$ cat src/rtl/ckn_ad_pkg.sv
// Shared types and field positions for the CKN/AD store.
package ckn_ad_pkg;

   typedef enum logic [1:0] {
      S_IDLE  = 2'd0,
      S_HDR   = 2'd1,
      S_WORDS = 2'd2
   } state_e;

   localparam int unsigned CKN_W         = 33;
   localparam int unsigned INFO_W        = 10;
   localparam int unsigned LAST_BIT      = 32;
   localparam int unsigned INFO_DEC_BIT  = 9;
   localparam int unsigned INFO_HASH_BIT = 8;
   localparam int unsigned WORD_W        = 32;
   localparam int unsigned LEN_W         = 32;
   localparam int unsigned WCNT_W        = 8;

endpackage

$ cat src/rtl/sync_fifo.sv
// Single-clock FIFO with registered read data (one-cycle read latency) and
// registered full/empty flags. Pops on empty and pushes on full are dropped.
module sync_fifo #(
   parameter int unsigned WIDTH = 8,
   parameter int unsigned DEPTH = 4
) (
   input  logic                     clk,
   input  logic                     rst,
   input  logic                     push_i,
   input  logic [WIDTH-1:0]         push_data_i,
   input  logic                     pop_i,
   output logic [WIDTH-1:0]         pop_data_o,
   output logic                     full_o,
   output logic                     empty_o,
   output logic [$clog2(DEPTH):0]   count_o
);

   localparam int unsigned AW = $clog2(DEPTH);
   localparam int unsigned CW = AW + 1;

   logic [WIDTH-1:0] mem_q [DEPTH];
   logic [AW-1:0]    wr_ptr_q, wr_ptr_d;
   logic [AW-1:0]    rd_ptr_q, rd_ptr_d;
   logic [CW-1:0]    count_q, count_d;
   logic [WIDTH-1:0] data_q, data_d;
   logic             full_q, full_d;
   logic             empty_q, empty_d;
   logic             push_ok;
   logic             pop_ok;

   assign push_ok = push_i & ~full_q;
   assign pop_ok  = pop_i & ~empty_q;

   // Pointer, occupancy and read-data update; flags follow the next count.
   always_comb begin
      wr_ptr_d = wr_ptr_q;
      rd_ptr_d = rd_ptr_q;
      count_d  = count_q;
      data_d   = data_q;
      if (push_ok) wr_ptr_d = wr_ptr_q + AW'(1);
      if (pop_ok) begin
         rd_ptr_d = rd_ptr_q + AW'(1);
         data_d   = mem_q[rd_ptr_q];
      end
      case ({push_ok, pop_ok})
         2'b10:   count_d = count_q + CW'(1);
         2'b01:   count_d = count_q - CW'(1);
         default: count_d = count_q;
      endcase
      full_d  = (count_d == CW'(DEPTH));
      empty_d = (count_d == '0);
   end

   // Control state registers.
   always_ff @(posedge clk or posedge rst) begin
      if (rst) begin
         wr_ptr_q <= '0;
         rd_ptr_q <= '0;
         count_q  <= '0;
         data_q   <= '0;
         full_q   <= 1'b0;
         empty_q  <= 1'b1;
      end else begin
         wr_ptr_q <= wr_ptr_d;
         rd_ptr_q <= rd_ptr_d;
         count_q  <= count_d;
         data_q   <= data_d;
         full_q   <= full_d;
         empty_q  <= empty_d;
      end
   end

   // Storage array; contents are only observed through valid pops.
   always_ff @(posedge clk) begin
      if (push_ok) mem_q[wr_ptr_q] <= push_data_i;
   end

   assign pop_data_o = data_q;
   assign full_o     = full_q;
   assign empty_o    = empty_q;
   assign count_o    = count_q;

endmodule

$ cat src/rtl/ckn_ad_store.sv
// Buffers per-frame headers and CKN/AD words for the write-request stage and
// raises one write trigger per job once its first word is buffered.
module ckn_ad_store
   import ckn_ad_pkg::*;
#(
   parameter int unsigned CKN_DEPTH  = 64,
   parameter int unsigned INFO_DEPTH = 8
) (
   input  logic              iClk,
   input  logic              iRst,
   input  logic              start_i,
   input  logic [31:0]       length_i,
   input  logic              hdr_vld_i,
   output logic              hdr_rdy_o,
   input  logic              hdr_dec_i,
   input  logic              hdr_hash_i,
   input  logic [7:0]        hdr_words_i,
   input  logic              word_vld_i,
   output logic              word_rdy_o,
   input  logic [31:0]       word_i,
   output logic [32:0]       ckn_data_o,
   output logic              ckn_ad_avail_o,
   input  logic              ckn_ad_fetch_i,
   output logic [9:0]        wr_info_o,
   output logic              wr_info_avail_o,
   input  logic              wr_info_req_i,
   output logic              wr_trigger_o,
   output logic              busy_o,
   output logic              err_o
);

   state_e              state_q, state_d;
   logic [LEN_W-1:0]    length_q, length_d;
   logic [LEN_W-1:0]    frame_cnt_q, frame_cnt_d;
   logic [WCNT_W-1:0]   word_cnt_q, word_cnt_d;
   logic                armed_q, armed_d;
   logic                trig_q, trig_d;
   logic                err_q, err_d;

   logic                ckn_full, ckn_empty;
   logic                info_full, info_empty;
   logic [$clog2(CKN_DEPTH):0]  ckn_cnt;
   logic [$clog2(INFO_DEPTH):0] info_cnt;
   logic                hdr_hs, word_hs;
   logic                pop_empty;
   logic [CKN_W-1:0]    ckn_push_data;
   logic [INFO_W-1:0]   info_push_data;

   assign hdr_rdy_o  = (state_q == S_HDR) & ~info_full;
   assign word_rdy_o = (state_q == S_WORDS) & ~ckn_full;
   assign hdr_hs     = hdr_vld_i & hdr_rdy_o;
   assign word_hs    = word_vld_i & word_rdy_o;
   assign pop_empty  = (ckn_ad_fetch_i & (ckn_cnt == '0)) |
                       (wr_info_req_i & (info_cnt == '0));

   assign ckn_push_data  = {(word_cnt_q == '0), word_i};
   assign info_push_data = {hdr_dec_i, hdr_hash_i, hdr_words_i};

   // Job sequencing: header, then its words, until the frame count is reached.
   always_comb begin
      state_d     = state_q;
      length_d    = length_q;
      frame_cnt_d = frame_cnt_q;
      word_cnt_d  = word_cnt_q;
      armed_d     = armed_q;
      trig_d      = 1'b0;
      err_d       = err_q | pop_empty;
      case (state_q)
         S_IDLE: begin
            if (start_i) begin
               length_d    = length_i;
               frame_cnt_d = '0;
               err_d       = pop_empty;
               armed_d     = 1'b1;
               state_d     = S_HDR;
            end
         end
         S_HDR: begin
            if (hdr_hs) begin
               word_cnt_d = hdr_words_i;
               state_d    = S_WORDS;
            end
         end
         S_WORDS: begin
            if (word_hs) begin
               if (armed_q) begin
                  trig_d  = 1'b1;
                  armed_d = 1'b0;
               end
               if (word_cnt_q == '0) begin
                  frame_cnt_d = frame_cnt_q + LEN_W'(1);
                  state_d     = (frame_cnt_q + LEN_W'(1) == length_q) ? S_IDLE : S_HDR;
               end else begin
                  word_cnt_d = word_cnt_q - WCNT_W'(1);
               end
            end
         end
         default: state_d = S_IDLE;
      endcase
   end

   // Sequencer state registers.
   always_ff @(posedge iClk or posedge iRst) begin
      if (iRst) begin
         state_q     <= S_IDLE;
         length_q    <= '0;
         frame_cnt_q <= '0;
         word_cnt_q  <= '0;
         armed_q     <= 1'b0;
         trig_q      <= 1'b0;
         err_q       <= 1'b0;
      end else begin
         state_q     <= state_d;
         length_q    <= length_d;
         frame_cnt_q <= frame_cnt_d;
         word_cnt_q  <= word_cnt_d;
         armed_q     <= armed_d;
         trig_q      <= trig_d;
         err_q       <= err_d;
      end
   end

   sync_fifo #(.WIDTH(CKN_W), .DEPTH(CKN_DEPTH)) u_ckn_fifo (
      .clk         (iClk),
      .rst         (iRst),
      .push_i      (word_hs),
      .push_data_i (ckn_push_data),
      .pop_i       (ckn_ad_fetch_i),
      .pop_data_o  (ckn_data_o),
      .full_o      (ckn_full),
      .empty_o     (ckn_empty),
      .count_o     (ckn_cnt)
   );

   sync_fifo #(.WIDTH(INFO_W), .DEPTH(INFO_DEPTH)) u_info_fifo (
      .clk         (iClk),
      .rst         (iRst),
      .push_i      (hdr_hs),
      .push_data_i (info_push_data),
      .pop_i       (wr_info_req_i),
      .pop_data_o  (wr_info_o),
      .full_o      (info_full),
      .empty_o     (info_empty),
      .count_o     (info_cnt)
   );

   assign ckn_ad_avail_o  = ~ckn_empty;
   assign wr_info_avail_o = ~info_empty;
   assign wr_trigger_o    = trig_q;
   assign busy_o          = (state_q != S_IDLE);
   assign err_o           = err_q;

endmodule

$ cat config.mk
export PLATFORM = sky130hd
export DESIGN_NAME = ckn_ad_store
export DESIGN_NICKNAME = d
export VERILOG_FILES = /design/src/rtl/ckn_ad_pkg.sv /design/src/rtl/sync_fifo.sv /design/src/rtl/ckn_ad_store.sv
export SDC_FILE = /design/constraint.sdc
export NUM_CORES = 2
export LEC_CHECK = 0
export BUFFER_PORTS_ARGS = -buffer_cell sky130_fd_sc_hd__buf_4
export CAP_MARGIN = 10
export CORE_AREA = 4 4 484 486
export DETAILED_ROUTE_END_ITERATION = 10
export DIE_AREA = 0 0 488 490
export HOLD_SLACK_MARGIN = 0.02
export PLACE_DENSITY = 0.61
export SETUP_SLACK_MARGIN = 0.3
export SLEW_MARGIN = 20
export SYNTH_ARGS = -nofsm -noshare
export SYNTH_HDL_FRONTEND = slang
export SYNTH_SLANG_ARGS = --single-unit
$ cat constraint.sdc
create_clock -name iClk -period 4.8 [get_ports iClk]
set_input_delay 0.24 -clock iClk [delete_from_list [all_inputs] [get_ports iClk]]
set_output_delay 0.24 -clock iClk [all_outputs]
set_load 0.01 [all_outputs]
==> flow_summary_export.csv <==
group,metric,value,unit
run_status,status,"finished, final reports clean",
setup_path,rr_endpoint,"u_ckn_fifo.mem_q[57][8]",
logic_synthesis,synth_top_area_share,71.9,%
die,dieArea,0.239,sq mm
sta,slew_violations,0,
logic_synthesis,syn_area,0.0916,sq mm
clock_tree,numClockSinks,2345,
die,rows,176,
logic_synthesis,synth_most_common_cell,"edfxtp_1",
grt,track_usage,19.7,%
sta,fin_setup_tns,0,ps
setup_path,critPathRequiredTime,5310,ps
pwr,peakVddDrop,0.410,mV
sta,rsz0062_at_grt,"false",
final_layout,fin_area,0.106,sq mm
logic_synthesis,synth_nets,4309,
sta,finalClockSkew,79.5,ps
placement,preCtsSetupSlack,620,ps
setup_path,crit_fanout,23,
final_layout,instances_no_fill,7804,
grt,grt_pass1_wl,339000,um
sta,fin_crit_sh,87.6,%
routing,wl_per_cell,30.5,um
clock_tree,cts.clk_slew.worst_paths,60,ps
routing,routed_wirelength,238000,um
final_layout,fill_cells,18900,
sta,worst_slack,593,ps
logic_synthesis,ys_top_cells_by_count,"edfxtp_1 (2,192), mux4_2 (627), dfrtp_1 (151)",
die,floorplan.die.width,488,um
setup_path,crit_path_start_kind,"flip-flop",
logic_synthesis,synth_warnings,0,
flow_run,drv_cap,0,
final_layout,fin_nets,4672,
sta,clock.fmax,238,MHz
clock_tree,cts_resized,0,
setup_path,reg2reg_from,"state_q[0]",
final_layout,final_util,46.2,%
logic_synthesis,avgSynthCellArea,21.7,sq um
setup_path,r2r_setup_slack,590,ps
routing,drc,0,
die,core_area,0.230,sq mm
sta,whs,102,ps
placement,placed_area,0.0978,sq mm
placement,gp_congestion,0.795,
pwr,totalPowerFinal,57.2,mW
logic_synthesis,ys_seq_area_share,76.1,%
setup_path,cp.arrival,4720,ps
pwr,power_density,539,mW/mm^2
sta,hold_viol,0,
clock_tree,cts_tree,"built",
setup_path,crit_type,"reg2reg",
die,start_util,39.9,%
final_layout,layout-drive-gt1-share,29.6,%
die,die_h,490,um
placement,portBuffers,130,
grt,grt_max_degree,72,
setup_path,r2r_cells,8,
pwr,leakage,33.5,nW
sta,tightestPinTransition,1090,ps
logic_synthesis,async_flop_share,6.52,%
worst_hold_path,hold_path_end,"u_ckn_fifo.pop_data_o[6]",
placement,placed_cells,7290,
setup_path,endpoint_kind,"flip-flop",
logic_synthesis,synth_flop_cell,"edfxtp_1",
grt,grt_antenna_before_repair,4,
logic_synthesis,ys_types,62,
logic_synthesis,yosysTopAreaCell,"edfxtp_1",
grt,grt_pass1_vias,45500,
placement,place_hpwl,134000,um
worst_hold_path,worstHoldStart,"ckn_ad_fetch_i",
logic_synthesis,ys_ff_latch,2345,
routing,drt_iter0_drc,5210,
clock_tree,cts-buffers-inserted,227,
clock_tree,cts-root-buf,"clkbuf_16",
routing,vias_per_cell,5.76,
die,ioPinCount,131,
sta,relSlewSlack,27.3,%
final_layout,syn_to_final_growth,15.9,%
routing,dr.pass1.iters,5,
logic_synthesis,synth_edf_count,2192,
clock_tree,clock_latency,880,ps
grt,grt_overflow,0,
clock_tree,cts_max_level,4,
sta,setup_violations,0,
clock_tree,clockBufferDepth,3,
worst_hold_path,min_path_type,"in2reg",
logic_synthesis,synth_area_leaders,"edfxtp_1 (72%), mux4_2 (15%), dfrtp_1 (4.1%)",
routing,vias,45000,
sta,period_minus_slack,4210,ps
routing,ant_nets,0,
logic_synthesis,syn_inst,4214,
worst_hold_path,min_path_cells,5,
cell type report:
type / count / area (sq um) / area share (%)
Antenna cell: 4 / 10.0 / 0.00944
Clock buffer: 292 / 6020 / 5.67
Clock inverter: 134 / 1360 / 1.28
Inverter: 20 / 83.8 / 0.0790
Multi-Input combinational cell: 1609 / 21300 / 20.0
Sequential cell: 2345 / 69700 / 65.7
Tap cell: 3026 / 3790 / 3.57
Timing Repair Buffer: 374 / 3870 / 3.65
layout by cell type (no fill, tap or decap), drive strengths merged, types with 10 or more instances in the layout:
cell type / n
a211oi: 37
a21oi: 76
a31oi: 22
buf: 294
bufinv: 18
clkbuf: 292
clkinv: 103
clkinvlp: 10
dfrtp: 151
dlygate4sd3: 80
edfxtp: 2192
ha: 13
inv: 23
mux2: 80
mux2i: 94
mux4: 627
nand2: 93
nand2b: 11
nand3: 25
nand4: 20
nor2: 147
nor2b: 28
nor3: 20
nor4: 16
o211ai: 13
o21ai: 106
o31ai: 24
xnor2: 44
xor2: 26
worst max-delay path by stage:
stage	end	start	slack [ps]	cells past startpoint
2_1_floorplan	armed_q	iRst	440	1
3_3_place_gp	u_ckn_fifo.pop_data_o[20]	u_ckn_fifo.rd_ptr_q[0]	660	7
3_5_place_dp	u_ckn_fifo.mem_q[41][7]	state_q[0]	620	8
4_1_cts	u_ckn_fifo.mem_q[41][30]	state_q[0]	530	8
5_1_grt	u_ckn_fifo.mem_q[57][8]	state_q[0]	460	8
6_report	u_ckn_fifo.mem_q[57][8]	state_q[0]	590	8
cell families after synthesis:
family,synth area share (%)
flops,76.1
buf+inv,1.28
compound gates,2.15
xor+xnor,0.670
fa+ha+maj,0.200
simple gates,2.19
mux,17.4
power by group:
group / internal [mW] / switching, mW
logic: 7.58 / 7.75
clock network: 9.85 / 7.73
registers: 23.0 / 1.25
what timing repair did:
item | in CTS | in global routing
hold buffers | 80 | 0
setup buffers | 0 | 4
setup endpoints to repair | 0 | 12
hold endpoints to repair | 2231 | 0
flip-flops by register name, summed over array words and instances (netlist names), 2 cells and up:
signal	count
frame_cnt_q	32
length_q	32
state_q	2
u_ckn_fifo.count_o	7
u_ckn_fifo.mem_q	2112
u_ckn_fifo.pop_data_o	33
u_ckn_fifo.rd_ptr_q	6
u_ckn_fifo.wr_ptr_q	6
u_info_fifo.count_o	4
u_info_fifo.mem_q	80
u_info_fifo.pop_data_o	10
u_info_fifo.rd_ptr_q	3
u_info_fifo.wr_ptr_q	3
word_cnt_q	8
worst max-delay path, stage by stage (launching register included):
cell	delay, ps
dfrtp_1	420
nand2b_2	200
nor2_1	180
and2_1	330
inv_1	210
nor2_1	670
nand2_1	730
nor2_4	730
buf_12	330
per-layer routing:
| layer | up-vias | routed length, um | GRT usage [%] |
|---|---|---|---|
| li1 | 18400 | - | - |
| met5 | - | 0 | 0 |
| met4 | 0 | 5990 | 5.15 |
| met1 | 24300 | 96700 | 27.9 |
| met3 | 331 | 19300 | 4.06 |
| met2 | 2003 | 116000 | 31.5 |
No activity file was read; power rests on OpenSTA's default activity.
